`src/rtl/ov7670_pkg.sv`:
```
// Shared types and constants for the OV7670 power-up / register-load sequencer.
// Latency: n/a (declarations only).
// Backpressure: n/a.
//
// Contents:
//   state_t    - sequencer states
//   TABLE_END  - ROM word that terminates the register table
//   DELAY_TAG  - upper byte marking a delay entry (low byte = delay in units)
//   max_int    - elaboration-time helper for sizing the shared timer
package ov7670_pkg;

   typedef enum logic [3:0] {
      HOLD,
      SETTLE,
      FETCH,
      DECODE,
      WRITE,
      DELAY,
      NEXT,
      DONE,
      ERROR
   } state_t;

   localparam logic [15:0] TABLE_END = 16'hFFFF;
   localparam logic [7:0]  DELAY_TAG = 8'hFF;

   function automatic int max_int(input int a, input int b);
      return (a > b) ? a : b;
   endfunction

endpackage

```
`src/rtl/ov7670_timer.sv`:
```
// Loadable down-counter shared by the HOLD, SETTLE and DELAY intervals.
// Latency: load takes effect on the next edge; done is combinational from the count.
// Backpressure: none; counts every cycle it is not loaded, saturating at zero.
//
// Ports:
//   clk, reset - core clock, asynchronous active-high reset (count -> 0)
//   load       - load load_val this cycle (wins over decrement)
//   load_val   - interval length in cycles
//   done       - high in the final cycle of the interval (count <= 1)
module ov7670_timer #(
   parameter int W = 16
) (
   input  logic         clk,
   input  logic         reset,
   input  logic         load,
   input  logic [W-1:0] load_val,
   output logic         done
);

   logic [W-1:0] count;

   always_ff @(posedge clk or posedge reset) begin
      if (reset) begin
         count <= '0;
      end else if (load) begin
         count <= load_val;
      end else if (count != '0) begin
         count <= count - W'(1);
      end
   end

   // A loaded value of N keeps the owning state for N cycles; 0 and 1
   // both mean "this is the only cycle".
   assign done = (count <= W'(1));

endmodule

```
`src/rtl/ov7670_init_sequencer.sv`:
```
// Powers up the OV7670, walks the register table in ROM and issues one SCCB write per entry.
// Latency: first sccb_req RESET_HOLD_CYCLES + SETTLE_CYCLES + 2 cycles after reset release.
// Backpressure: sccb_req is held until sccb_ack/sccb_err; a NACK is retried up to MAX_RETRIES times.
//
// Ports:
//   clk, reset             - 24 MHz core clock, asynchronous active-high reset
//   restart                - one-cycle pulse, re-runs the sequence from DONE or ERROR only
//   ov7670_pwrdn           - camera power-down (1 = powered down), high only in HOLD
//   ov7670_reset           - camera RESET pin, active low, low only in HOLD
//   rom_addr / rom_data    - synchronous table ROM, data valid one cycle after address
//   sccb_req/addr/data     - write request to the SCCB master, addr/data stable while req
//   sccb_ack / sccb_err    - one-cycle completion pulses (err wins if both)
//   start_capture          - level, high in DONE
//   busy                   - level, low only in DONE and ERROR
//   init_error             - level, high in ERROR
module ov7670_init_sequencer
   import ov7670_pkg::*;
#(
   parameter int ADDR_W            = 8,
   parameter int RESET_HOLD_CYCLES = 24000,
   parameter int SETTLE_CYCLES     = 48000,
   parameter int DELAY_UNIT_CYCLES = 24000,
   parameter int MAX_RETRIES       = 3
) (
   input  logic              clk,
   input  logic              reset,
   input  logic              restart,
   output logic              ov7670_pwrdn,
   output logic              ov7670_reset,
   output logic [ADDR_W-1:0] rom_addr,
   input  logic [15:0]       rom_data,
   output logic              sccb_req,
   output logic [7:0]        sccb_addr,
   output logic [7:0]        sccb_data,
   input  logic              sccb_ack,
   input  logic              sccb_err,
   output logic              start_capture,
   output logic              busy,
   output logic              init_error
);

   // Timer must span the longest of the three intervals, the largest delay
   // entry being 255 units.
   localparam int DELAY_MAX = 255 * DELAY_UNIT_CYCLES;
   localparam int TMR_MAX   = max_int(DELAY_MAX, max_int(RESET_HOLD_CYCLES, SETTLE_CYCLES));
   localparam int TMR_W     = $clog2(TMR_MAX + 1);
   localparam int RETRY_W   = (MAX_RETRIES > 0) ? $clog2(MAX_RETRIES + 1) : 1;

   localparam logic [TMR_W-1:0] HOLD_FIRST =
      TMR_W'((RESET_HOLD_CYCLES > 1) ? RESET_HOLD_CYCLES - 1 : 0);
   localparam logic [TMR_W-1:0] SETTLE_LEN = TMR_W'(SETTLE_CYCLES);
   localparam logic [RETRY_W-1:0] RETRY_LIMIT = RETRY_W'(MAX_RETRIES);

   state_t              state, state_nxt;
   logic                tmr_load;
   logic [TMR_W-1:0]    tmr_val;
   logic                tmr_done;
   logic [TMR_W-1:0]    delay_len;
   logic                hold_armed;
   logic                req_gap;
   logic [RETRY_W-1:0]  retry_cnt;
   logic                latch_entry;
   logic                addr_clr;
   logic                addr_inc;
   logic                retry_inc;

   assign delay_len = TMR_W'(rom_data[7:0]) * TMR_W'(DELAY_UNIT_CYCLES);

   ov7670_timer #(
      .W (TMR_W)
   ) u_timer (
      .clk      (clk),
      .reset    (reset),
      .load     (tmr_load),
      .load_val (tmr_val),
      .done     (tmr_done)
   );

   always_ff @(posedge clk or posedge reset) begin
      if (reset) begin
         state <= HOLD;
      end else begin
         state <= state_nxt;
      end
   end

   always_comb begin
      state_nxt   = state;
      tmr_load    = 1'b0;
      tmr_val     = '0;
      latch_entry = 1'b0;
      addr_clr    = 1'b0;
      addr_inc    = 1'b0;
      retry_inc   = 1'b0;

      case (state)
         // HOLD is entered from reset or restart with the timer idle, so its
         // first cycle loads the remaining length; later intervals are loaded
         // on the transition into their state.
         HOLD: begin
            if (!hold_armed) begin
               tmr_load = 1'b1;
               tmr_val  = HOLD_FIRST;
               if (RESET_HOLD_CYCLES <= 1) begin
                  tmr_val   = SETTLE_LEN;
                  state_nxt = SETTLE;
               end
            end else if (tmr_done) begin
               tmr_load  = 1'b1;
               tmr_val   = SETTLE_LEN;
               state_nxt = SETTLE;
            end
         end

         SETTLE: begin
            addr_clr = 1'b1;
            if (tmr_done) begin
               state_nxt = FETCH;
            end
         end

         FETCH: state_nxt = DECODE;

         DECODE: begin
            if (rom_data == TABLE_END) begin
               state_nxt = DONE;
            end else if (rom_data[15:8] == DELAY_TAG) begin
               tmr_load  = 1'b1;
               tmr_val   = delay_len;
               state_nxt = DELAY;
            end else begin
               latch_entry = 1'b1;
               state_nxt   = WRITE;
            end
         end

         // During the one-cycle gap before a retry the request is low and
         // any stray response is ignored.
         WRITE: begin
            if (!req_gap) begin
               if (sccb_err) begin
                  if (retry_cnt < RETRY_LIMIT) begin
                     retry_inc = 1'b1;
                  end else begin
                     state_nxt = ERROR;
                  end
               end else if (sccb_ack) begin
                  state_nxt = NEXT;
               end
            end
         end

         DELAY: begin
            if (tmr_done) begin
               state_nxt = NEXT;
            end
         end

         // The last ROM slot ends the table even without an end marker.
         NEXT: begin
            if (rom_addr == '1) begin
               state_nxt = DONE;
            end else begin
               addr_inc  = 1'b1;
               state_nxt = FETCH;
            end
         end

         DONE, ERROR: begin
            if (restart) begin
               state_nxt = HOLD;
            end
         end

         default: state_nxt = HOLD;
      endcase
   end

   always_ff @(posedge clk or posedge reset) begin
      if (reset) begin
         rom_addr   <= '0;
         sccb_addr  <= '0;
         sccb_data  <= '0;
         retry_cnt  <= '0;
         req_gap    <= 1'b0;
         hold_armed <= 1'b0;
      end else begin
         // Low in the first HOLD cycle after any entry, high afterwards.
         hold_armed <= (state == HOLD);
         req_gap    <= retry_inc;

         if (addr_clr) begin
            rom_addr <= '0;
         end else if (addr_inc) begin
            rom_addr <= rom_addr + ADDR_W'(1);
         end

         // sccb_addr/data are only rewritten here, so ERROR keeps the
         // failing register visible.
         if (latch_entry) begin
            sccb_addr <= rom_data[15:8];
            sccb_data <= rom_data[7:0];
            retry_cnt <= '0;
         end else if (retry_inc) begin
            retry_cnt <= retry_cnt + RETRY_W'(1);
         end
      end
   end

   // Outputs decode straight from state so reset clears them asynchronously.
   assign ov7670_pwrdn  = (state == HOLD);
   assign ov7670_reset  = (state != HOLD);
   assign sccb_req      = (state == WRITE) && !req_gap;
   assign start_capture = (state == DONE);
   assign init_error    = (state == ERROR);
   assign busy          = (state != DONE) && (state != ERROR);

endmodule

```
`config.mk`:
```
export PLATFORM = sky130hd
export DESIGN_NAME = ov7670_init_sequencer
export DESIGN_NICKNAME = d
export VERILOG_FILES = /design/src/rtl/ov7670_pkg.sv /design/src/rtl/ov7670_timer.sv /design/src/rtl/ov7670_init_sequencer.sv
export SDC_FILE = /design/constraint.sdc
export NUM_CORES = 1
export LEC_CHECK = 0
export ABC_AREA = 0
export CAP_MARGIN = 20
export CORE_MARGIN = 2
export CORE_UTILIZATION = 62
export DETAILED_ROUTE_END_ITERATION = 8
export PLACE_DENSITY_LB_ADDON = 0.1
export SYNTH_ARGS = -nofsm -noshare
export SYNTH_HDL_FRONTEND = slang
export SYNTH_SLANG_ARGS = --single-unit
```
`constraint.sdc`:
```
create_clock -name clk -period 8.1 [get_ports clk]
set_clock_uncertainty 0.1 [all_clocks]
set_input_delay 0.81 -clock clk [delete_from_list [all_inputs] [get_ports clk]]
set_output_delay 0.81 -clock clk [all_outputs]
set_load 0.02 [all_outputs]
```
==> run_results.csv, run 1 <==
group,metric,value,unit
clock_tree,cts_resized,0,
min_path,min_path_cells,2,
floorplan,io_pins,51,
clock_tree,cts_hold_buf,0,
outcome,status,"finished clean",
timing,hold_violations,0,
critical_path,critical_path_required,8.24,ns
power,leakagePower,2.36,nW
synthesis,ys_seq_area_frac,0.314,
critical_path,cp-end-kind,"flip-flop",
synthesis,synth_area_per_cell,9.20,um2
timing,slew_headroom,0.496,
floorplan,fp.dieW,88.1,um
critical_path,cp-start-kind,"input pin",
critical_path,r2r-start,"u_timer.count[9]",
min_path,hold_path.class,"reg -> reg",
critical_path,cp_max_fo,5,
timing,setup_viol,0,
power,total_power,1.52,mW
route,dr_total_vias,3554,
timing,fin_crit,5.53,ns
floorplan,core,6830,um2
synthesis,synthAdderAreaFrac,0.240,
placement,place_ws,2.30,ns
clock_tree,clk_latency,0.32,ns
critical_path,crit_type,"in -> reg",
synthesis,synth_seq_cells,55,
global_route,grt_overflow,0,
synthesis,synth.net_count,566,
timing,slew_violations,0,
clock_tree,postCtsSetupBuffers,0,
power,p_per_area,298,nW/um2
synthesis,muxShareOfSynthArea,0.0140,
synthesis,synthFlopType,"dfrtp_1",
synthesis,async_reset_ff_frac,1.00,
clock_tree,cts_root_buffer,"clkbuf_8",
global_route,grt_max_degree,56,
floorplan,die_area,7750,um2
critical_path,r2r-end,"u_timer.count[14]",
clock_tree,cts_tree,"yes",
placement,io_buffers,50,
route,dr.pass1.iters,4,
critical_path,reg2reg_slack,5.08,ns
clock_tree,clkTransAtPathRegs,0.11,ns
min_path,min-delay-start,"sccb_data[3]",
timing,postLayoutSetupSlackWorst,2.57,ns
floorplan,start_util,0.641,
floorplan,core.rowCount,30,
synthesis,syn_inst,476,
route,avgRoutedWirePerCell,15.4,um
clock_tree,clockBufferDepth,2,
global_route,grtUsageTotal,0.265,
clock_tree,cts_inserted_buffers,5,
route,finalWirelength,9580,um
timing,worst_pin_slew,0.753,ns
synthesis,synth-compound-area-share,0.115,
critical_path,worst-endpoint-arrival,5.66,ns
timing,max_clock_freq,181,MHz
critical_path,timing.critical_path.from,"rom_data[5]",
synthesis,yosys.area_share.simple,0.181,
global_route,grt_pass1_wl,16100,um
clock_tree,htreeDepth,2,
route,drtIter0Drc,139,
placement,place_hpwl,7590,um
cells_and_area,n_antenna_cell,0,
timing,rsz0062_at_grt,"false",
route,route.detailed.drc,0,
synthesis,yosys.cell_types.count,46,
min_path,hold_end,"sccb_data[3]",
synthesis,synth_area_leaders,"dfrtp_1 (31%), ha_1 (13%), fa_1 (11%)",
synthesis,synth-edff-count,0,
power,ir_drop,0.223,mV
placement,place_congestion,0.870,
synthesis,synth_top_cell_area_share,0.314,
synthesis,synth_warnings,0,
critical_path,reg2reg_depth,6,
route,vias_per_cell,5.70,
job,cap_violations,0,
global_route,antenna_found_initial,0,
global_route,grt_pass1_vias,3484,
synthesis,synth_top_family_by_area,"adder cells",
synthesis,yosysMostFrequentCell,"inv_1",
synthesis,synth-xor-area-share,0.0760,
timing,fin_crit_sh,0.683,
timing,finalSetupTns,0,ns
cells_and_area,drive_gt1_frac,0.0474,
route,drt.antenna.violating_nets,0,
synthesis,yosysTopAreaCell,"dfrtp_1",
synthesis,synth_common_cells,"inv_1 (62), nand2_1 (57), dfrtp_1 (55)",
floorplan,die_h,88.1,um
synthesis,synth_area,4380,um2
cells_and_area,num-nets-final,616,
cells_and_area,areaGrowthSynthToFinish,16.3,%
clock_tree,clock-sinks,55,
==> through the flow <==
step | instances | hold slack [ns] | instance area, um2 | utilization
final | 623 | 0.389 | 5090 | 0.746
after global routing | 623 | 0.415 | 5090 | 0.746
after CTS | 622 | 0.392 | 5090 | 0.745
after detailed placement | 614 | 0.367 | 4970 | 0.728
after global placement | 614 | 0.358 | 4970 | 0.728
after floorplan | 476 | 0.373 | 4380 | -
==> state kept, by name, indices dropped and copies added, names as in the netlist <==
signal	count
u_timer.count	23
rom_addr	8
sccb_addr	8
sccb_data	8
state	4
retry_cnt	2
hold_armed	1
req_gap	1
==> worst max path at each step <==
stage | slack (ns) | endpoint
final | 2.57 | u_timer.count[22]
after global routing | 2.34 | u_timer.count[22]
after CTS | 2.61 | u_timer.count[22]
after detailed placement | 2.30 | u_timer.count[22]
after global placement | 2.58 | u_timer.count[22]
after floorplan | 3.40 | u_timer.count[22]
==> cells by family after synthesis <==
family	count (synthesis)
multiplexers	6
flip-flops	55
XOR/XNOR	38
AO/OA/AOI/OAI	79
buffers and inverters	71
AND/OR/NAND/NOR	158
adder cells (fa/ha/maj)	69
==> cells in the final DEF, fill, tap and decap left out, types with 2 or more instances in the layout <==
master / netlist / layout
inv_1: 62 / 61
nand2_1: 57 / 57
dfrtp_1: 55 / 55
clkdlybuf4s50_1: 0 / 50
ha_1: 44 / 44
nor2_1: 28 / 28
fa_1: 25 / 25
o21ai_0: 24 / 24
xnor2_1: 20 / 20
xor2_1: 18 / 18
a21oi_1: 16 / 16
nand3_1: 12 / 12
nor3_1: 9 / 9
nand4_1: 8 / 8
nor4_1: 7 / 7
a21o_1: 7 / 7
and3_1: 6 / 6
and2_1: 5 / 5
o22ai_1: 5 / 5
o211ai_1: 5 / 5
or3_1: 5 / 5
mux2i_1: 5 / 5
clkbuf_8: 0 / 5
or4_4: 4 / 4
o221ai_1: 4 / 4
nor2b_1: 4 / 4
or2_2: 3 / 3
nand2b_1: 3 / 3
a31oi_1: 3 / 3
or3_4: 2 / 2
o21bai_1: 2 / 2
o21a_1: 2 / 2
a211oi_1: 2 / 2
o22a_1: 2 / 2
==> power breakdown <==
group          switching [mW]  total [mW]  leakage [nW]  internal [mW]
Clock                   0.101       0.194        0.0548         0.0934
Combinational           0.519       0.913          1.63          0.394
Sequential             0.0644       0.411         0.676          0.347
Total                   0.684        1.52          2.36          0.834
==> worst max-delay path, cell delays in order <==
cell             delay [ns]
clkdlybuf4s50_1        0.60
inv_1                  0.13
fa_1                   0.56
fa_1                   0.57
inv_1                  0.06
fa_1                   0.54
inv_1                  0.06
fa_1                   0.53
inv_1                  0.05
ha_1                   0.35
a21oi_1                0.28
o211ai_1               0.23
a31oi_1                0.38
o21ai_0                0.19
xor2_1                 0.17
o21ai_0                0.16
==> metal layers <==
layer	up-vias	wire (um)	GRT usage
li1	1721	-	-
met1	1727	4260	0.356
met2	81	4750	0.435
met3	25	311	0.0434
met4	0	264	0.101
met5	-	0	0
==> final cells by class <==
type	instances	area, um2
Clock buffer	5	68.8
Clock inverter	3	46.3
Fill cell	524	1740
Inverter	62	233
Multi-Input combinational cell	350	2740
Sequential cell	55	1380
Tap cell	96	120
Timing Repair Buffer	52	513
(Power assumes the default switching activity.)
==> run 2: changes to the inputs <==
- CORE_UTILIZATION: 62 -> 52
- clock period: 8.1 -> 4.9 ns (I/O delays scaled with it)
==> run_results.csv, run 2 (synthesis results as in run 1) <==
group,metric,value,unit
outcome,status,"finished clean",
global_route,antenna_found_initial,0,
critical_path,cp_top_family,"adder cells",
timing,slew_headroom,0.526,
timing,hold_violations,0,
global_route,grtUsageTotal,0.213,
route,avgRoutedWirePerCell,14.3,um
critical_path,cp-end-kind,"flip-flop",
floorplan,die_area,9170,um2
route,finalWirelength,9220,um
floorplan,io_pins,51,
cells_and_area,num-nets-final,627,
floorplan,die_h,95.8,um
critical_path,crit_type,"in -> reg",
timing,setup_viol,0,
clock_tree,clk_latency,0.32,ns
clock_tree,clock-sinks,55,
route,drt.antenna.violating_nets,0,
critical_path,crit_buf_inv,7,
placement,place_ws,-0.147,ns
timing,slew_violations,0,
global_route,grt_pass1_vias,3357,
cells_and_area,areaGrowthSynthToFinish,18.1,%
global_route,grt_max_degree,56,
cells_and_area,final_cell_mix,"inv_1 (61), nand2_1 (57), dfrtp_1 (55), clkdlybuf4s50_1 (50), ha_1 (44)",
timing,worst_pin_slew,0.711,ns
min_path,hold_path.class,"reg -> reg",
floorplan,start_util,0.536,
floorplan,fp.dieW,95.8,um
cells_and_area,largest_reg_flops,23,
timing,fin_crit_sh,0.946,
cells_and_area,top_register,"u_timer.count",
floorplan,core.rowCount,33,
cells_and_area,fillCellCount,699,
power,leakagePower,2.41,nW
critical_path,slowest_stage,"fa_1",
clock_tree,cts_tree,"yes",
route,drtIter0Drc,185,
critical_path,max_stage_delay,0.55,ns
clock_tree,htreeDepth,2,
clock_tree,cts_inserted_buffers,5,
cells_and_area,regArea,1380,um2
placement,io_buffers,50,
timing,rsz0062_at_grt,"false",
timing,postLayoutSetupSlackWorst,0.266,ns
critical_path,cp-start-kind,"input pin",
global_route,grt_overflow,0,
route,route.detailed.drc,0,
floorplan,core,8180,um2
critical_path,worst-endpoint-arrival,4.79,ns
cells_and_area,mostFrequentLayoutCell,"inv_1",
critical_path,path_cells,"clkdlybuf4s50_1, inv_1, fa_1, fa_1, inv_1, fa_1, inv_1, fa_1, inv_1, ha_1, buf_4, nand3_1, o211ai_1, buf_4, a21o_1, a21oi_1, xnor2_1, o2bb2ai_1",
clock_tree,cts_hold_buf,0,
timing,max_clock_freq,216,MHz
power,total_power,2.50,mW
clock_tree,clockBufferDepth,2,
power,p_per_area,483,nW/um2
cells_and_area,multi_input_area,2750,um2
cells_and_area,n_antenna_cell,0,
route,dr_total_vias,3525,
route,dr.pass1.iters,4,
placement,place_hpwl,7320,um
placement,place_congestion,0.831,
cells_and_area,drive_gt1_frac,0.0706,
power,ir_drop,0.298,mV
global_route,grt_pass1_wl,15400,um
route,vias_per_cell,5.48,
timing,fin_crit,4.63,ns
critical_path,critical_path_required,5.05,ns
clock_tree,clkTransAtPathRegs,0.10,ns
job,cap_violations,0,
clock_tree,cts_root_buffer,"clkbuf_8",
critical_path,cp_max_fo,4,
-- run 2: cell count changes in the layout (fill, tap and decap cells not counted), sizes merged --
cell      change
buf          +12
bufinv        -1
clkbuf        -1
clkinv        +2
clkinvlp      -1
-- run 2: worst paths after layout --
kind,startpoint,end,slack [ns],cells after the start
hold / removal,sccb_addr[2],sccb_addr[2],0.38,2
setup reg to reg,u_timer.count[9],u_timer.count[14],1.94,6
min in group asynchronous,reset,sccb_data[7],0.57,3
hold reg to reg,sccb_addr[2],sccb_addr[2],0.38,2
setup / recovery,rom_data[5],u_timer.count[16],0.27,18
max in group asynchronous,reset,u_timer.count[6],3.65,3
-- run 2: timing repair --
action / in CTS / in global routing
endpoints found under the hold margin: 0 / 0
buffers inserted: 0 / 0
resized for setup: 0 / 3
setup endpoints to repair: 0 / 4
-- run 2: report_power, final --
group	switching, mW	leakage, nW	internal, mW
Clock	0.167	0.0483	0.101
Combinational	0.850	1.69	0.702
Sequential	0.106	0.676	0.573
Total	1.12	2.41	1.38
-- run 2: layer usage --
layer / vias up / wire [um] / track usage
li1: 1732 / - / -
met3: 11 / 303 / 0.0282
met5: - / 0 / 0
met4: 0 / 133 / 0.0548
met2: 56 / 4400 / 0.353
met1: 1726 / 4380 / 0.296
-- run 2: cell type report --
cell class,count,share of cell area
clock buffers,5,0.0133
clock inverters,3,0.00363
inverters,62,0.0450
multi-input cells,350,0.531
flip-flops and latches,55,0.266
well taps,105,0.0254
repair buffers,63,0.116
-- run 2: worst register-to-register path, stage by stage (launching register included) --
cell and delay, ns:
dfrtp_1 0.44, or4_4 0.58, nor4_1 0.62, nand4_1 0.38, and2_1 0.32, nand2_2 0.22, o221ai_1 0.16
-- run 2: stage by stage --
| stage | hold slack, ns | instance area, um2 | setup TNS, ns | cells | util |
|---|---|---|---|---|---|
| after CTS | 0.387 | 5160 | 0 | 643 | 0.632 |
| after global routing | 0.412 | 5170 | 0 | 643 | 0.633 |
| after detailed placement | 0.362 | 5080 | -0.792 | 635 | 0.621 |
| after global placement | 0.356 | 5080 | -0.390 | 635 | 0.621 |
| after floorplan | 0.373 | 4380 | 0 | 476 | - |
| final | 0.384 | 5170 | 0 | 643 | 0.633 |
==> run 3: changes to the inputs <==
- CTS_BUF_LIST: unset -> sky130_fd_sc_hd__clkbuf_16
==> run_results.csv, run 3 (synthesis results as in run 1) <==
group,metric,value,unit
min_path,min_path_cells,2,
route,vias_per_cell,5.52,
critical_path,cp_top_family,"adder cells",
critical_path,critical_path_required,5.03,ns
power,ir_drop,0.281,mV
timing,fin_crit_sh,0.950,
cells_and_area,final_cell_mix,"inv_1 (61), nand2_1 (57), dfrtp_1 (55), clkdlybuf4s50_1 (50), ha_1 (44)",
critical_path,reg2reg_depth,6,
clock_tree,cts_root_buffer,"clkbuf_16",
placement,place_ws,-0.147,ns
floorplan,die_area,9170,um2
cells_and_area,num-nets-final,627,
power,switching_share,0.436,
global_route,antenna_found_initial,0,
clock_tree,clkTransAtPathRegs,0.07,ns
critical_path,cp-start-kind,"input pin",
floorplan,fp.dieW,95.8,um
clock_tree,clockBufferDepth,2,
timing,hold_violations,0,
placement,dpl.cell_count,635,
floorplan,io_pins,51,
power,switching_power,1.13,mW
min_path,hold_path.class,"reg -> reg",
route,drtIter0Drc,145,
placement,place_hpwl,7320,um
cells_and_area,fillCellCount,694,
cells_and_area,mostFrequentLayoutCell,"inv_1",
critical_path,crit_type,"in -> reg",
clock_tree,cts_hold_buf,0,
floorplan,core.rowCount,33,
power,p_comb_frac,0.597,
cells_and_area,largest_reg_flops,23,
timing,setup_viol,0,
critical_path,cp-end-kind,"flip-flop",
cells_and_area,n_antenna_cell,0,
timing,worst_pin_slew,0.716,ns
floorplan,start_util,0.536,
power,share_seq_of_total_power,0.261,
clock_tree,cts_tree,"yes",
cells_and_area,areaGrowthSynthToFinish,19.4,%
timing,slew_headroom,0.522,
route,dr.pass1.iters,4,
route,drt.antenna.violating_nets,0,
power,p_int,1.47,mW
timing,fin_crit,4.66,ns
floorplan,core,8180,um2
global_route,grtUsageTotal,0.216,
placement,io_buffers,50,
critical_path,path_cells,"clkdlybuf4s50_1, inv_1, fa_1, fa_1, inv_1, fa_1, inv_1, fa_1, inv_1, ha_1, buf_4, nand3_1, o211ai_1, buf_4, a21o_1, a21oi_1, xnor2_1, o2bb2ai_1",
power,leakagePower,2.44,nW
critical_path,cp_max_fo,4,
global_route,grt_pass1_vias,3386,
clock_tree,cts_inserted_buffers,5,
critical_path,cp.depth,18,
timing,max_clock_freq,215,MHz
critical_path,slowest_stage,"fa_1",
clock_tree,clk_latency,0.30,ns
timing,slew_violations,0,
outcome,status,"finished clean",
route,finalWirelength,9270,um
clock_tree,clock-sinks,55,
critical_path,max_stage_delay,0.55,ns
timing,finalSetupTns,0,ns
route,avgRoutedWirePerCell,14.4,um
power,p_per_area,497,nW/um2
critical_path,crit_buf_inv,7,
timing,hold_ws,0.377,ns
global_route,grt_max_degree,56,
power,total_power,2.60,mW
cells_and_area,instances_no_fill,643,
clock_tree,htreeDepth,2,
job,cap_violations,0,
route,dr_total_vias,3547,
timing,postLayoutSetupSlackWorst,0.244,ns
placement,place_congestion,0.831,
route,route.detailed.drc,0,
cells_and_area,drive_gt1_frac,0.0706,
power,pwr-share-clk,0.142,
global_route,grt_pass1_wl,15500,um
floorplan,die_h,95.8,um
cells_and_area,top_register,"u_timer.count",
critical_path,worst-endpoint-arrival,4.78,ns
global_route,grt_overflow,0,
-- run 3: cell counts in the layout (fill, tap and decap cells not counted) --
Identical to the previous run, type by type.
-- run 3: final timing paths --
| check | start | end | slack, ns |
|---|---|---|---|
| worst max register to register | u_timer.count[9] | u_timer.count[14] | 1.94 |
| max in group asynchronous | reset | u_timer.count[20] | 3.61 |
| worst min register to register | sccb_addr[2] | sccb_addr[2] | 0.38 |
| worst max-delay path | rom_data[5] | u_timer.count[16] | 0.24 |
| worst min-delay path | sccb_addr[2] | sccb_addr[2] | 0.38 |
| min in group asynchronous | reset | sccb_data[1] | 0.61 |
-- run 3: final cells by class --
class	instances	area, um2	area share
Multi-Input combinational cell	350	2750	0.525
Timing Repair Buffer	63	598	0.114
Sequential cell	55	1380	0.263
Clock buffer	5	125	0.0239
Tap cell	105	131	0.0251
Inverter	62	233	0.0445
Clock inverter	3	18.8	0.00359
-- run 3: metrics by stage --
stage	utilization	area (um2)
4_1_cts	0.639	5220
3_3_place_gp	0.621	5080
6_report	0.640	5230
2_1_floorplan	-	4380
5_1_grt	0.640	5230
3_5_place_dp	0.621	5080
-- run 3: power by group through the flow --
stage	Sequential [mW]	Clock, mW	Combinational, mW
final	0.680	0.368	1.55
after global routing	0.694	0.397	1.75
after CTS	0.679	0.373	1.55
after detailed placement	0.687	0	1.55
after global placement	0.682	0	1.51
after floorplan	0.735	0	0.990
-- run 3: routing by layer --
layer	vias up	wire length, um	GRT usage	part of all wire
li1	1738	-	-	-
met1	1739	4380	0.295	0.47
met2	59	4430	0.358	0.48
met3	11	303	0.0282	0.033
met4	0	159	0.0667	0.017
met5	-	0	0	0
-- run 3: what timing repair did --
action	CTS	global route
setup endpoints to repair	0	6
buffers inserted	0	0
gates resized for setup	0	3
-- run 3: worst reg2reg max path: stages (launching register included) --
cell and delay (ns):
dfrtp_1 0.43, or4_4 0.58, nor4_1 0.63, nand4_1 0.38, and2_1 0.32, nand2_2 0.22, o221ai_1 0.16
